===== src/rtl/fwd_scoreboard.sv =====
// fwd_scoreboard: tracks in-flight register writers and, for each operand port,
// selects the youngest producer for bypass and raises an interlock if it is not ready.
module fwd_scoreboard #(
  parameter int NUM_READ = 2,
  parameter int DEPTH    = 3,
  parameter int LW       = $clog2(DEPTH + 1)
) (
  input  logic                    clk,
  input  logic                    rst,
  input  logic                    hold,
  input  logic                    flush,
  input  logic                    issue_valid,
  input  logic [4:0]              issue_rd,
  input  logic                    issue_regwrite,
  input  logic [LW-1:0]           issue_lat,
  input  logic [NUM_READ-1:0]     rd_en,
  input  logic [NUM_READ*5-1:0]   rd_addr,
  output logic [NUM_READ*DEPTH-1:0] fwd_sel,
  output logic [NUM_READ-1:0]     fwd_hit,
  output logic                    stall,
  output logic [31:0]             stall_cnt
);
  logic [DEPTH-1:0]    v, nz;
  logic [4:0]          rd  [DEPTH];
  logic [LW-1:0]       cnt [DEPTH];
  logic [NUM_READ-1:0] pend;

  always_ff @(posedge clk or posedge rst) begin
    if (rst) begin
      v         <= '0;
      stall_cnt <= '0;
      for (int i = 0; i < DEPTH; i++) begin
        rd[i]  <= '0;
        cnt[i] <= '0;
      end
    end else if (!hold) begin
      for (int i = 1; i < DEPTH; i++) begin
        v[i]   <= v[i-1];
        rd[i]  <= rd[i-1];
        cnt[i] <= (cnt[i-1] == '0) ? '0 : cnt[i-1] - LW'(1);
      end
      // a stalled or flushed issue becomes a bubble; x0 writers are never tracked
      v[0]   <= issue_valid & issue_regwrite & (issue_rd != 5'd0) & ~flush & ~stall;
      rd[0]  <= issue_rd;
      cnt[0] <= issue_lat;
      if (stall && stall_cnt != '1) stall_cnt <= stall_cnt + 32'd1;
    end
  end

  always_comb begin
    for (int i = 0; i < DEPTH; i++) nz[i] = (cnt[i] != '0);
  end

  for (genvar p = 0; p < NUM_READ; p++) begin : g_port
    logic [DEPTH-1:0] m, s;
    always_comb begin
      for (int i = 0; i < DEPTH; i++) m[i] = rd_en[p] & v[i] & (rd[i] == rd_addr[5*p +: 5]);
    end
    // isolate the lowest set bit: the youngest matching stage
    assign s = m & (~m + DEPTH'(1));
    assign fwd_sel[p*DEPTH +: DEPTH] = s;
    assign fwd_hit[p] = |m;
    assign pend[p]    = |(s & nz);
  end

  assign stall = |pend;
endmodule


===== config.mk =====
export PLATFORM = sky130hd
export DESIGN_NAME = fwd_scoreboard
export DESIGN_NICKNAME = d
export VERILOG_FILES = /design/src/rtl/fwd_scoreboard.sv
export SDC_FILE = /design/constraint.sdc
export NUM_CORES = 1
export LEC_CHECK = 0
export CAP_MARGIN = 0
export CORE_MARGIN = 2
export CORE_UTILIZATION = 54
export DETAILED_ROUTE_END_ITERATION = 10
export PLACE_DENSITY = 0.86
export SLEW_MARGIN = 10
export SYNTH_ARGS = -nofsm -noshare
export SYNTH_HDL_FRONTEND = slang
export SYNTH_SLANG_ARGS = --single-unit
export TNS_END_PERCENT = 20

===== constraint.sdc =====
create_clock -name clk -period 6.44 [get_ports clk]
set_clock_uncertainty 0.2 [all_clocks]
set_input_delay 0.644 -clock clk [delete_from_list [all_inputs] [get_ports clk]]
set_output_delay 0.644 -clock clk [all_outputs]
set_load 0.03 [all_outputs]

# Yosys cells after proc, flatten, opt, wreduce, memory -nomap -nowiden
# Index checks and enable logic that the tools add are counted.
# word_totals
output_inout_bits,41
in_bits,25
register_bits,56
elab_cells,58
# classes
bitwise,25
reduce_logical,11
muxes,2
n_addsub,5
n_eq_ne,7
# ops
cell,count
"32-bit by 1-bit adder with 32-bit output, second input constant",1
"32-bit inequality test, second input constant",1
5-bit == test,6
1-bit AND,16
3-bit AND,4
"3-bit by 1-bit adder with 3-bit output, second input constant",2
3-bit inverter,2
2-bit nonzero test,3
3-bit OR reduction,2
6-bit OR reduction,1
5-bit nonzero test,1
2-bit zero test,2
2-bit 2-to-1 mux,2
"2-bit by 1-bit subtractor with 2-bit output, second input constant",2
1-bit inverter,3
2-bit AND reduction,1
1-bit logical AND,1

# Depth between registers and ports, before layout
# Gate-level depths: netlist of run 1.
# depth
word_depth,9
depth_mapped,9
depth_no_buf,8

# Least setup slack after synthesis of run 1
# OpenSTA, ideal clock, no wires.
# synth_timing
path_kind,input to output
from,input port rd_addr[6]
to,output port stall
arrival_ns,2.314
setup_slack_ns,3.282
cell_stages,6
path_cell_list,xnor2_1 -> nand4_1 -> nor2_1 -> nor3b_2 -> o22a_1 -> or2_2
# synth_between
elab_chain_cells,7
word_cells_on_any_way,11
cone_classes,add/sub: 1; eq/ne: 3; bitwise: 6; reduce/logical: 1
# synth_lines
item,line_no,text
"start, declared",17,"input logic [NUM_READ*5-1:0] rd_addr,"
5-bit == test (*),57,for (int i = 0; i < DEPTH; i++) m[i] = rd_en[p] & v[i] & (rd[i] == rd_addr[5*p +: 5]);
1-bit AND (*),57,
3-bit inverter,60,assign s = m & (~m + DEPTH'(1));
3-bit by 1-bit adder with 3-bit output,60,
3-bit AND (*),60,
net fwd_sel[3],18,"output logic [NUM_READ*DEPTH-1:0] fwd_sel,"
3-bit AND (*),63,assign pend[p] = |(s & nz);
6-bit OR reduction (*),66,assign stall = |pend;
"end, declared",20,"output logic stall,"
# Mark *: on every way through the listed nets, which the timed path passes. The rest lies on a longest branch.

# Worst setup path in the final report of run 1
# layout_timing
from,input port rd_addr[8]
to,output port stall
# layout_between
elab_chain_cells,7
word_cells_on_any_way,11
cone_classes,add/sub: 1; eq/ne: 3; bitwise: 6; reduce/logical: 1
# layout_lines
item,line_no
5-bit == test,57
1-bit AND,57
3-bit inverter,60
3-bit by 1-bit adder with 3-bit output,60
3-bit AND (*),60
3-bit AND (*),63
6-bit OR reduction (*),66
# Mark *: on every way between the ends. The rest lies on a longest branch, timed or not.

==> reports/metrics.yaml, run 1 <==
route:
  drc_errors: 0
  wl_met3_um: 272
  first_pass_iters: 4
  wl_met2_um: 3010
  drtIter0Drc: 158
  routedWlPerCell_um: 15.3
  routed_via_density: 5.46
  drtAntennaViolNets: 0
  highest_layer: "met4"
  drt-met1-wl_um: 2800
  drt_wl_total_um: 6210
  vias: 2216
clock_tree:
  ctsResizeCount: 0
  holdBufCountCts: 0
  post_cts_buffers: 0
  clkLatencyLatePin_ns: 0.31
  cts-root-buf: "clkbuf_8"
  cts_buffer_depth: 2
  htree_levels: 2
  cts_buffers: 5
  cts_tree: "yes"
  clkTransAtPathRegs_ns: 0.09
  numClockSinks: 56
timing:
  setup_viol: 0
  hold_viol: 0
  drv_slew: 0
  fin_ws_ns: 2.45
  finalCriticalPeriod_ns: 3.99
  maxSlewHeadroom: 0.545
  rsz0062_at_grt: "false"
  fin_crit_sh: 0.619
  max_freq_mhz: 251
  setup_tns_ns: 0
  tightestPinTransition_ns: 0.682
synth:
  synth_seq_area_share: 0.475
  ys_ff_latch: 56
  synth.net_count: 293
  synth_top_area_frac: 0.475
  synth_edf_count: 0
  synth_warnings: 0
  syn_inst: 267
  synth_ff_type: "dfrtp_1"
  synth_area_um2: 2950
  syn_area_per_cell_um2: 11.0
  synthArstFlopShare: 1.00
  synth_cell_types: 35
  synth_area_leaders: "dfrtp_1 (47%), xor2_1 (11%), mux2_2 (7.6%), xnor2_1 (7.1%), nand2_1 (2.8%)"
  synth_top_area_cell: "dfrtp_1"
die:
  core_area_um2: 5200
  die_h_um: 77.9
  die_w_um: 77.9
  start_util: 0.567
  std_cell_rows: 26
  ios: 66
  die-area_um2: 6070
power:
  p_per_area_nw_per_um2: 187
  p_leak_nw: 1.69
  ir_worst_vdd_uv: 154
finish:
  fin_cells: 406
  fillers: 383
  diodes: 0
  design_area_um2: 3760
  fin_nets: 361
  multi_input_area_um2: 1480
  seq_area_um2: 1400
  drive_gt1_frac: 0.149
  syn2layout_area_growth_pct: 27.5
worst_setup_path:
  worst-setup-path-type: "input port to output pin"
  end_kind: "output pin"
  critPathArrivalTime_ns: 3.14
  start_kind: "input port"
  r2r_slack_ns: 3.68
  critical_path.max_fanout: 4
  required_ns: 5.60
placement:
  place_hpwl_um: 4640
  place_ws_ns: 2.48
  dpl_cell_area_um2: 3670
  portBuffers: 65
  placed_cells: 398
  gp_congestion: 0.876
grt:
  grt_max_degree: 57
  grt_pass1_wl_um: 10800
  grt_pass1_vias: 2313
  grtUsageTotal: 0.224
  gr-total-overflow: 0
  antenna_found_initial: 0
flow_run:
  max_cap_violations: 0
outcome:
  status: "completed"
min_path:
  hold_class: "register to register"
==> report_power, final <==
group          switching (mW)  total, mW  leakage, nW  internal (mW)
Combinational          0.0451      0.103        0.921         0.0575
Sequential             0.0287      0.401        0.719          0.373
Clock                   0.112      0.201       0.0516         0.0882
==> cell usage after synthesis (all sizes together), types with 2 or more instances <==
library cell  instances
dfrtp                56
xor2                 37
xnor2                24
nand2                22
nor2                 22
mux2                 20
nor3                 16
nand3                11
nand4                11
nor4                  8
and3                  6
buf                   6
inv                   6
o21ai                 6
a22o                  2
or2                   2
==> per-layer routing <==
metal | vias up | track usage
li1 | 1060 | -
met5 | - | 0
met1 | 1074 | 0.295
met4 | 0 | 0.0684
met3 | 14 | 0.0477
met2 | 68 | 0.372
==> state kept, by name, indices dropped and copies added, names as in the netlist <==
| register | count |
|---|---|
| stall_cnt | 32 |
| rd | 15 |
| cnt | 6 |
| v | 3 |
==> worst max-delay path, cell delays in order <==
cell and delay, ns:
clkdlybuf4s50_1 0.47, xor2_1 0.17, nor4_1 0.32, nand4_1 0.21, nor3b_2 0.22, o22a_1 0.19
or2_2 0.31, clkdlybuf4s50_1 0.60
==> cell families (layout without fill, tap and decap cells) <==
| group | after synthesis | count (layout) | share of synthesized area |
|---|---|---|---|
| adders and majority gates | 1 | 1 | 0.00424 |
| buffers and inverters | 13 | 82 | 0.0229 |
| and+or+nand+nor | 103 | 103 | 0.205 |
| muxes | 20 | 20 | 0.0763 |
| xor gates and xnor gates | 61 | 61 | 0.181 |
| DFF | 56 | 56 | 0.475 |
| AOI/OAI and AO/OA | 13 | 13 | 0.0352 |
==> worst paths after layout <==
path	startpoint	endpoint	cells after the start
min	stall_cnt[5]$_DFFE_PP0P_	stall_cnt[5]$_DFFE_PP0P_	1
max reg2reg	rd[8]$_DFFE_PP0N_	stall_cnt[1]$_DFFE_PP0P_	8
min in group asynchronous	rst	cnt[3]$_DFFE_PP0N_	3
max	rd_addr[8]	stall	8
max in group asynchronous	rst	v[0]$_DFFE_PP0N_	3
min reg2reg	stall_cnt[5]$_DFFE_PP0P_	stall_cnt[5]$_DFFE_PP0P_	1
==> layout by cell type, fill, tap and decap left out, types with 2 or more instances in the layout <==
cell type,count
clkbuf_8,6
xnor2_1,24
o21ai_2,2
nor4_2,2
clkdlybuf4s50_1,65
nand4_1,10
nand2_1,22
o21ai_0,4
nor4_4,3
inv_1,5
mux2_2,20
a22o_1,2
nand3_1,11
nor3_1,10
nor4_1,3
xor2_1,37
buf_4,3
and3_1,6
nor3_2,6
dfrtp_1,56
or2_2,2
nor2_1,22
==> through the flow <==
step	power [mW]	hold WS [ns]	util
6_report	0.705	0.300	0.723
3_5_place_dp	0.510	0.287	0.704
2_1_floorplan	0.466	0.255	-
4_1_cts	0.709	0.305	0.723
3_3_place_gp	0.507	0.274	0.704
5_1_grt	0.738	0.319	0.723
==> area by class of cell <==
class                   instances  share of cell area
repair buffers                 68               0.179
flip-flops and latches         56               0.372
clock buffers                   6              0.0219
well taps                      70              0.0233
inverters                       6             0.00599
multi-input cells             198               0.394
clock inverters                 2             0.00366
Note: power is estimated with default switching activity, not from simulation.
==> run 2: changes to the inputs <==
--- a/config.mk
+++ b/config.mk
@@ -7,9 +7,9 @@
 export LEC_CHECK = 0
 export CAP_MARGIN = 0
 export CORE_MARGIN = 2
-export CORE_UTILIZATION = 54
+export CORE_UTILIZATION = 46
 export DETAILED_ROUTE_END_ITERATION = 10
-export PLACE_DENSITY = 0.86
+export PLACE_DENSITY = 0.78
 export SLEW_MARGIN = 10
 export SYNTH_ARGS = -nofsm -noshare
 export SYNTH_HDL_FRONTEND = slang
==> constraint.sdc (replaced) <==
create_clock -name clk -period 3.4 [get_ports clk]
set_clock_uncertainty 0.2 [all_clocks]
set_input_delay 0.34 -clock clk [delete_from_list [all_inputs] [get_ports clk]]
set_output_delay 0.34 -clock clk [all_outputs]
set_load 0.03 [all_outputs]
==> run 2 against run 1 <==
Compared with the run above: critical endpoint unchanged; total power up 87%; sequential power grew 89%; global-route usage down 3.2 points; worst hold slack got worse by 0.065 ns; critical path depth did not move; largest power group unchanged; first-iteration DRC count shrank 22%; worst setup slack worse by 2.1 ns; via count is 1.4% lower.
==> reports/metrics.yaml, run 2 (same netlist as run 1, synthesis figures left out) <==
die:
  ios: 66
  core_area_um2: 6280
  die-area_um2: 7070
  std_cell_rows: 29
  start_util: 0.470
  die_h_um: 84.1
  die_w_um: 84.1
worst_setup_path:
  required_ns: 2.86
  r2r_end: "stall_cnt[2]$_DFFE_PP0P_"
  critPathSlowestCell: "clkdlybuf4s50_1"
  end_kind: "output pin"
  critical_path.max_fanout: 4
  worstReg2RegStart: "rd[8]$_DFFE_PP0N_"
  r2r_slack_ns: 0.80
  slowest_delay_ns: 0.49
  reg2reg_depth: 9
  start_kind: "input port"
  critPathArrivalTime_ns: 2.48
  worstPathCellList: "clkdlybuf4s50_1, xor2_1, nor4_1, nand4_1, nor3b_2, o22a_1, or2_2, dlymetal6s2s_1"
  worst-setup-path-type: "input port to output pin"
grt:
  gr-total-overflow: 0
  grt_pass1_wl_um: 10900
  grtUsageTotal: 0.192
  grt_pass1_vias: 2245
  grt_max_degree: 32
  antenna_found_initial: 0
timing:
  setup_viol: 0
  tightestPinTransition_ns: 0.641
  maxSlewHeadroom: 0.572
  drv_slew: 0
  fin_crit_sh: 0.887
  finalCriticalPeriod_ns: 3.02
  rsz0062_at_grt: "false"
  setup_tns_ns: 0
  hold_viol: 0
  max_freq_mhz: 332
clock_tree:
  clkLatencyLatePin_ns: 0.31
  htree_levels: 2
  cts-root-buf: "clkbuf_8"
  cts_tree: "yes"
  numClockSinks: 56
  clkTransAtPathRegs_ns: 0.10
  holdBufCountCts: 0
  cts_buffer_depth: 2
  cts_buffers: 5
  post_cts_buffers: 0
placement:
  gp_congestion: 0.897
  portBuffers: 65
  place_hpwl_um: 4880
  dpl_cell_area_um2: 3720
route:
  first_pass_iters: 4
  drtAntennaViolNets: 0
  vias: 2185
  routedWlPerCell_um: 15.2
  drc_errors: 0
  drt_wl_total_um: 6360
  routed_via_density: 5.23
  drtIter0Drc: 123
power:
  ir_worst_vdd_uv: 207
  p_leak_nw: 1.74
  p_per_area_nw_per_um2: 345
finish:
  diodes: 0
  top_register: "stall_cnt"
  largest_register_ffs: 32
  design_area_um2: 3810
  layout_commonest_cell: "clkdlybuf4s50_1"
  fin_nets: 366
  drive_gt1_frac: 0.158
  reg.largest.list: "stall_cnt (32), rd (15), cnt (6)"
  syn2layout_area_growth_pct: 29.3
  most-common-layout-cells: "clkdlybuf4s50_1 (64), dfrtp_1 (56), xor2_1 (37)"
  finish.utilization: 0.608
outcome:
  status: "completed"
flow_run:
  max_cap_violations: 0
min_path:
  hold_class: "input port to asynchronous set/reset pin"
run 2: cell types whose count changed in the layout (fill, tap and decap cells not counted), sizes merged:
cell / change
clkdlybuf4s50: -1
dlymetal6s2s: +1
buf: +5
run 2: how the worst max path moves through the flow:
stage                          endpoint  slack, ns  depth (start not counted)                from
2_1_floorplan  stall_cnt[2]$_DFFE_PP0P_       0.62                          8  rd[11]$_DFFE_PP0N_
3_3_place_gp                      stall       0.09                          8          rd_addr[8]
3_5_place_dp                      stall       0.05                          8          rd_addr[8]
4_1_cts                           stall       0.04                          8          rd_addr[8]
5_1_grt                           stall       0.19                          8          rd_addr[8]
6_report                          stall       0.38                          8          rd_addr[8]
run 2: final cells by class:
| class | instances | area [um^2] |
|---|---|---|
| Fill cell | 527 | 2460 |
| Multi-Input combinational cell | 198 | 1480 |
| Sequential cell | 56 | 1400 |
| Timing Repair Buffer | 73 | 726 |
| Tap cell | 77 | 96.3 |
| Clock buffer | 6 | 72.6 |
| Inverter | 6 | 22.5 |
| Clock inverter | 2 | 13.8 |
run 2: power breakdown:
| group | switching (mW) | internal (mW) | total (mW) |
|---|---|---|---|
| combinational | 0.0863 | 0.111 | 0.197 |
| clock | 0.214 | 0.147 | 0.361 |
| sequential | 0.0529 | 0.706 | 0.759 |
| total | 0.353 | 0.964 | 1.32 |
run 2: what timing repair did:
item / CTS / global route
endpoints found under the setup margin: 0 / 1
endpoints found under the hold margin: 0 / 0
gates resized for setup: 0 / 1
run 2: per-layer routing:
layer,track usage,up-vias,share of wire
li1,-,1064,-
met1,0.264,1083,0.45
met2,0.315,31,0.52
met3,0.0336,7,0.025
met4,0.0484,0,0.012
met5,0,-,0
run 2: metrics by stage:
step                      setup slack [ns]  instances  power [mW]  hold slack (ns)
after floorplan                      0.622        267       0.883            0.255
after global placement              0.0908        410       0.963            0.274
after detailed placement            0.0463        410       0.970            0.286
after CTS                           0.0400        418        1.33            0.250
after global routing                 0.191        418        1.38            0.295
final                                0.385        418        1.32            0.234
run 2: critical path, delay by kind of cell:
kind | cells | cell delay [ns]
XOR/XNOR | 1 | 0.18
AND/OR/NAND/NOR | 4 | 1.02
AO/OA/AOI/OAI | 1 | 0.19
buffers and inverters | 2 | 0.74
